File: config.mk
export PLATFORM = sky130hd
export DESIGN_NAME = apb_master
export DESIGN_NICKNAME = d
export VERILOG_FILES = /design/src/rtl/apb_pkg.sv /design/src/rtl/apb_master.sv
export SDC_FILE = /design/constraint.sdc
export NUM_CORES = 1
export LEC_CHECK = 0
export BUFFER_PORTS_ARGS = -buffer_cell sky130_fd_sc_hd__clkbuf_2
export CORE_MARGIN = 10
export CORE_UTILIZATION = 49
export DETAILED_ROUTE_END_ITERATION = 12
export GPL_ROUTABILITY_DRIVEN = 1
export PLACE_DENSITY = 0.94
export SYNTH_ARGS = -nofsm -noshare
export SYNTH_HDL_FRONTEND = slang
export SYNTH_SLANG_ARGS = --single-unit
File: constraint.sdc
create_clock -name pclk -period 6.9 [get_ports pclk]
set_clock_uncertainty 0.05 [all_clocks]
set_input_delay 1.035 -clock pclk [delete_from_list [all_inputs] [get_ports pclk]]
set_output_delay 1.035 -clock pclk [all_outputs]
set_load 0.03 [all_outputs]
File: src/rtl/apb_pkg.sv
// apb_pkg: shared FSM states, command record and register offsets for the APB initiator
package apb_pkg;

    typedef enum logic [1:0] {IDLE, SETUP, ACCESS, RESP} apb_state_e;

    typedef struct packed {
        logic        write;
        logic [31:0] addr;
        logic [31:0] wdata;
    } apb_cmd_t;

    localparam logic [31:0] REG_CTRL   = 32'h0;
    localparam logic [31:0] REG_TXDATA = 32'h4;
    localparam logic [31:0] REG_RXDATA = 32'h8;

endpackage

File: src/rtl/apb_master.sv
// apb_master: single-outstanding APB initiator bridging a valid/ready command port to SETUP/ACCESS transfers
module apb_master
    import apb_pkg::*;
#(
    parameter int ADDR_W  = 32,
    parameter int DATA_W  = 32,
    parameter int TIMEOUT = 16
) (
    input  logic              pclk,
    input  logic              preset,
    input  logic              cmd_valid,
    output logic              cmd_ready,
    input  logic              cmd_write,
    input  logic [ADDR_W-1:0] cmd_addr,
    input  logic [DATA_W-1:0] cmd_wdata,
    output logic              rsp_valid,
    input  logic              rsp_ready,
    output logic [DATA_W-1:0] rsp_rdata,
    output logic              rsp_err,
    output logic              rsp_timeout,
    output logic [ADDR_W-1:0] paddr,
    output logic              psel,
    output logic              penable,
    output logic              pwrite,
    output logic [DATA_W-1:0] pwdata,
    input  logic [DATA_W-1:0] prdata,
    input  logic              pready,
    input  logic              pslverr
);

    localparam int CW = (TIMEOUT > 0) ? $clog2(TIMEOUT + 1) : 1;
    localparam logic [CW-1:0] CNT_LAST = CW'((TIMEOUT > 0) ? TIMEOUT - 1 : 0);

    apb_state_e        state_q, state_d;
    logic [CW-1:0]     cnt_q;
    logic [ADDR_W-1:0] paddr_q;
    logic              pwrite_q;
    logic [DATA_W-1:0] pwdata_q;
    logic [DATA_W-1:0] rdata_q;
    logic              err_q, tmo_q;
    logic              accept, timeout_hit;

    assign accept      = (state_q == IDLE) && cmd_valid;
    assign timeout_hit = (TIMEOUT != 0) && (state_q == ACCESS) && !pready && (cnt_q == CNT_LAST);

    // state register; async reset drops psel/penable immediately and discards any pending response
    always_ff @(posedge pclk or posedge preset) begin
        if (preset) state_q <= IDLE;
        else        state_q <= state_d;
    end

    // next state: a ready slave on the abort cycle completes normally since pready is tested first
    always_comb begin
        state_d = state_q == IDLE   ? (cmd_valid ? SETUP : IDLE) :
                  state_q == SETUP  ? ACCESS :
                  state_q == ACCESS ? ((pready || timeout_hit) ? RESP : ACCESS) :
                                      (rsp_ready ? IDLE : RESP);
    end

    // command capture, saturating wait counter and response capture
    always_ff @(posedge pclk or posedge preset) begin
        if (preset) begin
            paddr_q  <= '0;
            pwrite_q <= 1'b0;
            pwdata_q <= '0;
            cnt_q    <= '0;
            rdata_q  <= '0;
            err_q    <= 1'b0;
            tmo_q    <= 1'b0;
        end else begin
            if (accept) begin
                paddr_q  <= cmd_addr;
                pwrite_q <= cmd_write;
                pwdata_q <= cmd_wdata;
                cnt_q    <= '0;
            end
            if (state_q == ACCESS) begin
                if (pready) begin
                    rdata_q <= pwrite_q ? '0 : prdata;
                    err_q   <= pslverr;
                    tmo_q   <= 1'b0;
                end else begin
                    cnt_q <= (&cnt_q) ? cnt_q : cnt_q + CW'(1);
                    if (timeout_hit) begin
                        rdata_q <= '0;
                        err_q   <= 1'b1;
                        tmo_q   <= 1'b1;
                    end
                end
            end
        end
    end

    // outputs decoded from the current state
    always_comb begin
        cmd_ready = (state_q == IDLE) && !preset;
        psel      = (state_q == SETUP) || (state_q == ACCESS);
        penable   = state_q == ACCESS;
        rsp_valid = state_q == RESP;
    end

    assign paddr       = paddr_q;
    assign pwrite      = pwrite_q;
    assign pwdata      = pwdata_q;
    assign rsp_rdata   = rdata_q;
    assign rsp_err     = err_q;
    assign rsp_timeout = tmo_q;

endmodule

==> results of run 1 <==
-- routing by layer --
| layer | up-vias | wire, µm | global-route usage, % |
|---|---|---|---|
| met3 | 11 | 1050 | 6.76 |
| met1 | 1508 | 4120 | 18.5 |
| li1 | 1501 | - | - |
| met5 | - | 0 | 0 |
| met4 | 0 | 121 | 4.91 |
| met2 | 130 | 5650 | 29.3 |
-- report_power, final --
group | switching [W] | leakage, nW | internal [W]
Clock | 0.000206 | 0.0934 | 0.000169
Sequential | 0.000172 | 1.31 | 0.000929
Combinational | 0.00102 | 1.48 | 0.000499
Total | 0.00140 | 2.89 | 0.00160
-- area by class of cell --
type / instances / area [µm²] / area share, %
flip-flops and latches: 106 / 2650 / 48.1
multi-input cells: 197 / 1450 / 26.3
repair buffers: 208 / 1060 / 19.2
well taps: 105 / 131 / 2.38
clock buffers: 10 / 128 / 2.31
clock inverters: 5 / 63.8 / 1.16
inverters: 7 / 28.8 / 0.522
-- critical path: stages (launching register included) --
cell      delay, ps
dfrtp_1         420
inv_1           100
ha_1            360
clkbuf_2        270
-- worst max path at each step --
stage / start / end / slack, ps / cells past startpoint
final: state_q[0] / penable / 4320 / 3
after global routing: state_q[1] / cmd_ready / 4210 / 4
after CTS: state_q[0] / penable / 4270 / 3
after detailed placement: pready / rsp_rdata[22] / 4220 / 3
after global placement: preset / cmd_ready / 4350 / 3
after floorplan: preset / cnt_q[0] / 3030 / 1
-- cell usage after synthesis --
| master | instances |
|---|---|
| o22ai_1 | 2 |
| buf_4 | 3 |
| mux2i_1 | 1 |
| mux2_4 | 6 |
| mux2i_4 | 1 |
| o41ai_1 | 1 |
| xnor2_1 | 1 |
| o21ai_1 | 6 |
| nand2b_2 | 1 |
| mux2_2 | 59 |
| and3_1 | 1 |
| nand2_1 | 65 |
| ha_1 | 7 |
| nand2_2 | 1 |
| buf_2 | 12 |
| nand3_1 | 2 |
| o21ai_0 | 29 |
| nand4b_1 | 1 |
| clkbuf_1 | 1 |
| a21oi_1 | 4 |
| xor2_1 | 1 |
| nor2b_1 | 4 |
| or2_1 | 1 |
| inv_1 | 7 |
| buf_6 | 2 |
| nor2_1 | 3 |
| dfrtp_1 | 106 |
-- sequential cells by signal (all words and copies together), names as in the netlist --
signal       count
cnt_q            5
rsp_err          1
paddr           32
rsp_rdata       32
pwrite           1
rsp_timeout      1
state_q          2
pwdata          32
-- kinds of logic after synthesis --
family | count (synthesis) | synth area share, %
multiplexers | 67 | 18.6
flip-flops | 106 | 62.8
buffers and inverters | 25 | 3.20
XOR/XNOR | 2 | 0.415
AND/OR/NAND/NOR | 79 | 7.73
AO/OA/AOI/OAI | 42 | 5.13
adder cells (fa/ha/maj) | 7 | 2.07
-- stage by stage --
stage | std cells | hold WS, ps | power, W | setup slack [ps]
2_1_floorplan | 328 | 428 | 0.00217 | 3030
3_3_place_gp | 622 | 410 | 0.00258 | 4350
3_5_place_dp | 622 | 420 | 0.00265 | 4220
4_1_cts | 637 | 441 | 0.00303 | 4270
5_1_grt | 638 | 473 | 0.00319 | 4210
6_report | 638 | 439 | 0.00300 | 4320
==> out/results.tsv, run 1 <==
stage	metric	value	unit
run_status	status	completed	
clocking	root buffer cell	clkbuf_8	
clocking	Max clock buf depth	2	
clocking	Worst-Skew Late Latency	350	ps
worst_setup_path	Setup crit start kind	register	
clocking	CTS tree	yes	
cells_and_area	most common cell after layout, fill and taps aside	clkbuf_2	
synth	Netlist cell types	27	
worst_hold_path	HP Start	rsp_rdata[28]	
clocking	clock sink total	106	
worst_setup_path	Reg2Reg Depth	5	
detailed_routing	final wirelength	10900	µm
synth	post-synth top area share	62.8	%
grt	vias in the first global route	3449	
cells_and_area	n_diodes	0	
detailed_routing	DR pass1 iterations	4	
timing	Worst-Margin Slew	1190	ps
grt	first-pass GRT wire length	17700	µm
floorplanning	row cnt	33	
synth	Mapped Cells	328	
synth	sequential area share after synthesis	62.8	%
worst_setup_path	critical path class	reg2out	
timing	Max-slew headroom	20.1	%
synth	Yosys warning count	0	
grt	GRT overflow	0	
detailed_routing	mean routed wirelength per cell	17.1	µm
worst_setup_path	RR Startpoint	state_q[1]	
cells_and_area	# fillers	617	
timing	Final Max Tran Viols	0	
cells_and_area	Final Cell Area	5510	µm²
worst_hold_path	Hold Path Class	reg2reg	
power	IR drop worst, VDD	308	µV
worst_hold_path	hold endpoint	rsp_rdata[28]	
timing	final cycle utilization of the critical path	37.4	%
grt	GRT Total Usage	16.8	%
clocking	H-tree depth	3	
power	leakage	2.89	nW
worst_setup_path	Reg2Reg Setup Slack	4790	ps
detailed_routing	Initial DRC Count	160	
worst_setup_path	worst endpoint data arrival time	1500	ps
timing	setup TNS	0	ps
synth	synth top area cells	dfrtp_1, mux2_2, nand2_1	
placement	GPL Wtd Cong	0.806	
placement	post-place instance area	5300	µm²
grt	largest net degree at the start of global routing	70	
placement	I/O Buffers	205	
synth	syn_nets	438	
detailed_routing	antenna-violating nets left	0	
clocking	CTS buffer count	9	
run	Max-cap violations	0	
cells_and_area	# nets final	639	
worst_setup_path	Reg-to-Reg End	paddr[8]	
synth	Mean Syn Cell Area	12.9	µm²
floorplanning	Die X-Extent	113	µm
timing	Setup Viol. Count Final	0	
floorplanning	die area	12700	µm²
detailed_routing	DRC	0	
placement	hpwl dp	8660	µm
clocking	CTS clk-pin slew, worst paths	90	ps
synth	synthesized area	4220	µm²
timing	post-layout min period	2580	ps
clocking	post-CTS setup buffers	0	
grt	initial antenna violation count	0	
synth	Synth area leader	dfrtp_1	
cells_and_area	commonest non-fill, non-tap cells in the layout	clkbuf_2, dfrtp_1, nand2_1	
worst_setup_path	CP Max Fanout	7	
power	pwr dens	544	nW/µm²
worst_setup_path	Critical Path RT	5810	ps
floorplanning	core area	8300	µm²
clocking	post-CTS resize count	0	
worst_hold_path	WHS Path Cells	2	
timing	final hold violation count	0	
worst_setup_path	crit path capture type	primary output	
detailed_routing	Vias/cell	4.94	
floorplanning	Initial Utilization	50.9	%
timing	max frequency	387	MHz
synth	#FFs+latches synth	106	
cells_and_area	area grow syn2layout	30.6	%
detailed_routing	DR vias	3150	
cells_and_area	Post-Route Utilization	66.4	%
cells_and_area	layout cells sized above 1	55.0	%
clocking	cts hold-fix bufs	0	
floorplanning	Top Ports	206	
floorplanning	Chip Height	113	µm
timing	RSZ-0062 raised after global routing	no	
Note: power is estimated with default switching activity, not from simulation.
==> run 2: changes to the inputs <==
--- a/config.mk
+++ b/config.mk
@@ -7,10 +7,10 @@
 export LEC_CHECK = 0
 export BUFFER_PORTS_ARGS = -buffer_cell sky130_fd_sc_hd__clkbuf_2
 export CORE_MARGIN = 10
-export CORE_UTILIZATION = 49
+export CORE_UTILIZATION = 41
 export DETAILED_ROUTE_END_ITERATION = 12
 export GPL_ROUTABILITY_DRIVEN = 1
-export PLACE_DENSITY = 0.94
+export PLACE_DENSITY = 0.85
 export SYNTH_ARGS = -nofsm -noshare
 export SYNTH_HDL_FRONTEND = slang
 export SYNTH_SLANG_ARGS = --single-unit
==> constraint.sdc (replaced) <==
create_clock -name pclk -period 2.1 [get_ports pclk]
set_clock_uncertainty 0.05 [all_clocks]
set_input_delay 0.315 -clock pclk [delete_from_list [all_inputs] [get_ports pclk]]
set_output_delay 0.315 -clock pclk [all_outputs]
set_load 0.03 [all_outputs]
==> run 2 against run 1 <==
Die area rose by 16%. Power increased to 3.3 times the previous value. Non-clock buffer count grew 2. Core utilization is 10 points lower. Wire length increased by 1.9%. Critical path type unchanged.
==> out/results.tsv, run 2 (synthesis gave the netlist of run 1 again) <==
stage	metric	value	unit
run_status	status	completed	
timing	Final Max Tran Viols	0	
placement	hpwl dp	8730	µm
cells_and_area	Final Cell Area	5590	µm²
power	internal power	0.00529	W
timing	setup TNS	0	ps
clocking	Worst-Skew Late Latency	360	ps
power	Net Switching	0.00459	W
placement	Placed Instances	653	
detailed_routing	Initial DRC Count	174	
power	leakage	2.91	nW
cells_and_area	# nets final	641	
worst_setup_path	critical path class	reg2out	
run	Max-cap violations	0	
detailed_routing	DR vias	3163	
cells_and_area	area grow syn2layout	32.4	%
floorplanning	core area	9910	µm²
floorplanning	die area	14800	µm²
grt	first-pass GRT wire length	17300	µm
power	Clk pwr share	12.5	%
placement	I/O Buffers	205	
grt	GRT overflow	0	
clocking	CTS buffer count	9	
placement	post-place instance area	5400	µm²
grt	initial antenna violation count	0	
power	pwr dens	1770	nW/µm²
cells_and_area	commonest non-fill, non-tap cells in the layout	clkbuf_2, dfrtp_1, nand2_1	
grt	vias in the first global route	3422	
floorplanning	Top Ports	206	
clocking	root buffer cell	clkbuf_8	
timing	max frequency	533	MHz
power	combinational group share of total power	50.9	%
detailed_routing	DRC	0	
worst_setup_path	Setup crit start kind	register	
clocking	CTS tree	yes	
clocking	cts hold-fix bufs	0	
worst_setup_path	worst endpoint data arrival time	1510	ps
timing	final cycle utilization of the critical path	89.4	%
detailed_routing	Vias/cell	4.74	
clocking	clock sink total	106	
power	IR drop worst, VDD	1040	µV
timing	post-layout min period	1880	ps
clocking	CTS clk-pin slew, worst paths	90	ps
grt	GRT Total Usage	14.5	%
timing	Worst-Margin Slew	570	ps
clocking	Max clock buf depth	2	
grt	largest net degree at the start of global routing	107	
detailed_routing	DR pass1 iterations	4	
power	sequential group share of total power	36.6	%
cells_and_area	Non-Filler Instances	668	
floorplanning	row cnt	36	
worst_setup_path	crit path capture type	primary output	
floorplanning	Die X-Extent	121	µm
clocking	post-CTS resize count	0	
power	Pwr Total	0.00988	W
timing	Max-slew headroom	62.0	%
worst_setup_path	Critical Path RT	1740	ps
placement	GPL Wtd Cong	0.821	
detailed_routing	antenna-violating nets left	0	
clocking	post-CTS setup buffers	0	
detailed_routing	mean routed wirelength per cell	16.7	µm
clocking	H-tree depth	3	
timing	Setup Viol. Count Final	0	
power	Switching Fraction	46.5	%
timing	final hold violation count	0	
worst_hold_path	Hold Path Class	in2async	
cells_and_area	most common cell after layout, fill and taps aside	clkbuf_2	
timing	RSZ-0062 raised after global routing	no	
cells_and_area	layout cells sized above 1	55.3	%
floorplanning	Initial Utilization	42.6	%
cells_and_area	n_diodes	0	
worst_setup_path	CP Max Fanout	7	
floorplanning	Chip Height	121	µm
detailed_routing	final wirelength	11100	µm
-- run 2: critical path, cell delays in order (launching register included) --
cell and delay, ps:
dfrtp_1 420, inv_1 90, ha_1 360, clkbuf_2 280
-- run 2: power groups by stage --
| stage | clock network, W | registers, W | logic, W |
|---|---|---|---|
| after floorplan | 0 | 0.00550 | 0.00162 |
| after CTS | 0.00128 | 0.00362 | 0.00512 |
| after detailed placement | 0 | 0.00366 | 0.00511 |
| after global routing | 0.00136 | 0.00375 | 0.00538 |
| after global placement | 0 | 0.00359 | 0.00497 |
| final | 0.00124 | 0.00361 | 0.00503 |
-- run 2: worst paths after layout --
path                                 end  cells after the start          start  slack [ps]
max                              penable                      3     state_q[0]         220
min in group pclk           rsp_rdata[7]                      3      prdata[7]         110
max reg2reg                 rsp_rdata[1]                      6       cnt_q[0]         250
min reg2reg                rsp_rdata[16]                      2  rsp_rdata[16]         440
max in group asynchronous   rsp_rdata[6]                      3         preset        1500
min                            paddr[23]                      3         preset          50
-- run 2: per-stage QoR --
step | setup slack [ps] | hold WS, ps | util [%]
after floorplan | 367 | 351 | -
after global placement | 368 | 410 | 54.5
final | 223 | 51.1 | 56.4
after global routing | 81.5 | 104 | 56.4
after detailed placement | 251 | 427 | 54.5
after CTS | 176 | 90.3 | 56.4
-- run 2: area by class of cell --
cell class,instances,area [µm²]
Fill cell,856,4320
Multi-Input combinational cell,197,1450
Sequential cell,106,2650
Tap cell,133,166
Inverter,7,30.0
Timing Repair Buffer,210,1100
Clock inverter,5,55.1
Clock buffer,10,138
-- run 2: layer usage --
| layer | share of wire, % | track usage [%] | wire [µm] | vias to the layer above |
|---|---|---|---|---|
| li1 | - | - | - | 1499 |
| met1 | 37 | 15.4 | 4160 | 1506 |
| met2 | 50 | 24.9 | 5540 | 136 |
| met3 | 10 | 5.77 | 1150 | 22 |
| met4 | 2.6 | 6.71 | 287 | 0 |
| met5 | 0 | 0 | 0 | - |
==> run 3: changes to the inputs <==
--- a/config.mk
+++ b/config.mk
@@ -5,12 +5,13 @@
 export SDC_FILE = /design/constraint.sdc
 export NUM_CORES = 1
 export LEC_CHECK = 0
+export ABC_AREA = 1
 export BUFFER_PORTS_ARGS = -buffer_cell sky130_fd_sc_hd__clkbuf_2
 export CORE_MARGIN = 10
-export CORE_UTILIZATION = 41
+export CORE_UTILIZATION = 42
 export DETAILED_ROUTE_END_ITERATION = 12
 export GPL_ROUTABILITY_DRIVEN = 1
-export PLACE_DENSITY = 0.85
+export PLACE_DENSITY = 0.87
 export SYNTH_ARGS = -nofsm -noshare
 export SYNTH_HDL_FRONTEND = slang
 export SYNTH_SLANG_ARGS = --single-unit
==> run 3 against run 2 <==
Sequential power fell by 6.1%. First-iteration DRC count rose by 110%. Via count rose by 21%. Synthesized area rose by 1.0%. Worst hold slack improved by 42 ps. Clock power fell by 4%. Wire length rose by 7.2%. Largest cell class unchanged. Setup slack got worse by 55 ps. Register-to-register slack got worse by 80 ps. Largest power group unchanged. Power fell by 8.5%. Highest routed layer unchanged. Synthesized cell count rose by 48%. Non-clock buffer count rose by 8.
==> out/results.tsv, run 3 <==
stage	metric	value	unit
run_status	status	completed	
clocking	CTS clk-pin slew, worst paths	110	ps
worst_setup_path	crit path capture type	register	
synth	share of synthesized registers carrying an async set or reset	100	%
detailed_routing	DR vias	3814	
detailed_routing	antenna-violating nets left	0	
worst_setup_path	RR Startpoint	cnt_q[0]	
detailed_routing	met3 routed wirelength	1130	µm
power	leakage	3.32	nW
floorplanning	Die X-Extent	121	µm
worst_setup_path	Worst Path Buf+Inv	1	
worst_setup_path	CP Max Fanout	34	
cells_and_area	commonest non-fill, non-tap cells in the layout	nand2_1, clkbuf_2, dfrtp_1	
cells_and_area	most common cell after layout, fill and taps aside	nand2_1	
clocking	CTS tree	yes	
worst_setup_path	Reg2Reg Depth	7	
synth	sequential area share after synthesis	62.2	%
worst_setup_path	Reg2Reg Setup Slack	170	ps
synth	synth top area cells	dfrtp_1, nand2_1, o21ai_1	
synth	syn_nets	597	
timing	setup TNS	0	ps
synth	Post-synth EDFFs	0	
timing	Setup Viol. Count Final	0	
worst_setup_path	Critical Path RT	2330	ps
clocking	clock sink total	106	
run	Max-cap violations	0	
worst_hold_path	Hold Path Class	in2reg	
grt	GRT overflow	0	
synth	post-synth top area share	62.2	%
power	IR drop worst, VDD	753	µV
power	pwr dens	1600	nW/µm²
worst_setup_path	Setup crit start kind	register	
detailed_routing	met1 WL	5070	µm
placement	GPL Wtd Cong	0.823	
timing	Worst-Margin Slew	432	ps
floorplanning	Initial Utilization	43.4	%
synth	#FFs+latches synth	106	
synth	Mapped Cells	487	
power	Pwr Total	0.00904	W
synth	Netlist cell types	17	
clocking	root buffer cell	clkbuf_8	
cells_and_area	layout cells sized above 1	34.1	%
synth	Most used DFF post-synth	dfrtp_1	
floorplanning	Top Ports	206	
detailed_routing	DR pass1 iterations	4	
detailed_routing	mean routed wirelength per cell	14.4	µm
clocking	CTS buffer count	9	
clocking	Worst-Skew Late Latency	360	ps
detailed_routing	Initial DRC Count	358	
placement	Place WS	179	ps
synth	Yosys warning count	0	
cells_and_area	area grow syn2layout	32.8	%
floorplanning	die area	14600	µm²
grt	initial antenna violation count	0	
detailed_routing	final wirelength	11900	µm
synth	Mean Syn Cell Area	8.76	µm²
worst_setup_path	Reg-to-Reg End	rsp_rdata[31]	
worst_setup_path	critical-path cell list	ha_1, and3_1, ha_1, o21ai_4, buf_12, nand2_1, o21ai_1	
synth	most common cell in the netlist	nand2_1	
timing	RSZ-0062 raised after global routing	no	
worst_setup_path	cell family with most CP delay	adder cells	
synth	Synth area leader	dfrtp_1	
synth	synthesized area	4270	µm²
worst_setup_path	Worst Setup EP	rsp_rdata[31]	
floorplanning	row cnt	36	
worst_setup_path	worst stage delay on the critical path	410	ps
grt	GRT Total Usage	16.1	%
worst_setup_path	critical path class	reg2reg	
timing	final cycle utilization of the critical path	92.0	%
timing	post-route setup slack	168	ps
timing	final hold violation count	0	
floorplanning	core area	9820	µm²
floorplanning	Chip Height	121	µm
detailed_routing	DRC	0	
grt	largest net degree at the start of global routing	41	
timing	max frequency	517	MHz
worst_setup_path	crit path launch	cnt_q[0]	
clocking	Max clock buf depth	2	
synth	synth cell count leaders	nand2_1, dfrtp_1, o21ai_1	
clocking	post-CTS setup buffers	0	
grt	vias in the first global route	3875	
detailed_routing	Vias/cell	4.60	
detailed_routing	DR top layer	met4	
worst_setup_path	most used cell, CP	ha_1	
cells_and_area	n_diodes	0	
worst_setup_path	CP max-delay cell	dfrtp_1	
placement	hpwl dp	9440	µm
timing	Final Max Tran Viols	0	
placement	I/O Buffers	205	
cells_and_area	# fillers	874	
clocking	H-tree depth	3	
timing	post-layout min period	1930	ps
grt	first-pass GRT wire length	19500	µm
worst_setup_path	WP depth	7	
cells_and_area	# nets final	802	
timing	Max-slew headroom	71.2	%
worst_setup_path	worst endpoint data arrival time	2160	ps
detailed_routing	met2 routed wirelength	5670	µm
## run 3: how the worst min path moves through the flow
stage                       start         end  depth (start not counted)
global placement           preset  state_q[0]                          2
detailed placement         preset  state_q[0]                          2
global route        cmd_wdata[20]  pwdata[20]                          3
floorplan             cmd_addr[0]    paddr[0]                          2
CTS                 cmd_wdata[27]  pwdata[27]                          3
finish              cmd_wdata[14]  pwdata[14]                          3
## run 3: per-stage QoR
step	instances	area, µm²	hold WS, ps	utilization, %
floorplan	487	4270	375	-
global route	830	5660	68.7	57.7
finish	830	5660	93.0	57.7
CTS	830	5660	75.0	57.7
detailed placement	813	5470	244	55.7
global placement	813	5470	250	55.7
## run 3: cells by family after synthesis
logic type      Yosys count  share of synthesized area (%)
flops                   106                           62.2
fa+ha+maj                 7                           2.05
compound gates           37                           4.49
simple gates            299                           26.6
buf+inv                  38                           4.63
## run 3: tightest hold or removal path: cells and delay by family
| family | cells | cell delay [ps] |
|---|---|---|
| buffers and inverters | 1 | 70 |
| AND/OR/NAND/NOR | 2 | 80 |
## run 3: what timing repair did
action / in CTS / in global routing
endpoints found under the hold margin: 7 / 0
hold buffers: 1 / 0
gates resized for setup: 0 / 0
## run 3: power by group
group | total, W | switching [W] | leakage (nW) | internal, W
registers | 0.00339 | 0.000494 | 1.35 | 0.00290
clock network | 0.00119 | 0.000706 | 0.0964 | 0.000487
logic | 0.00446 | 0.00322 | 1.87 | 0.00124
total | 0.00904 | 0.00442 | 3.32 | 0.00462
## run 3: final cells by class
type | count | area (µm²) | area share, %
Clock buffer | 11 | 141 | 2.50
Multi-Input combinational cell | 343 | 1430 | 25.2
Clock inverter | 5 | 46.3 | 0.817
Sequential cell | 106 | 2650 | 46.8
Tap cell | 133 | 166 | 2.94
Timing Repair Buffer | 218 | 1180 | 20.8
Inverter | 14 | 56.3 | 0.994
## run 3: layer usage
layer	vias up	GRT usage [%]
li1	1897	-
met1	1767	20.0
met2	144	25.7
met3	6	6.93
met4	0	3.02
met5	-	0
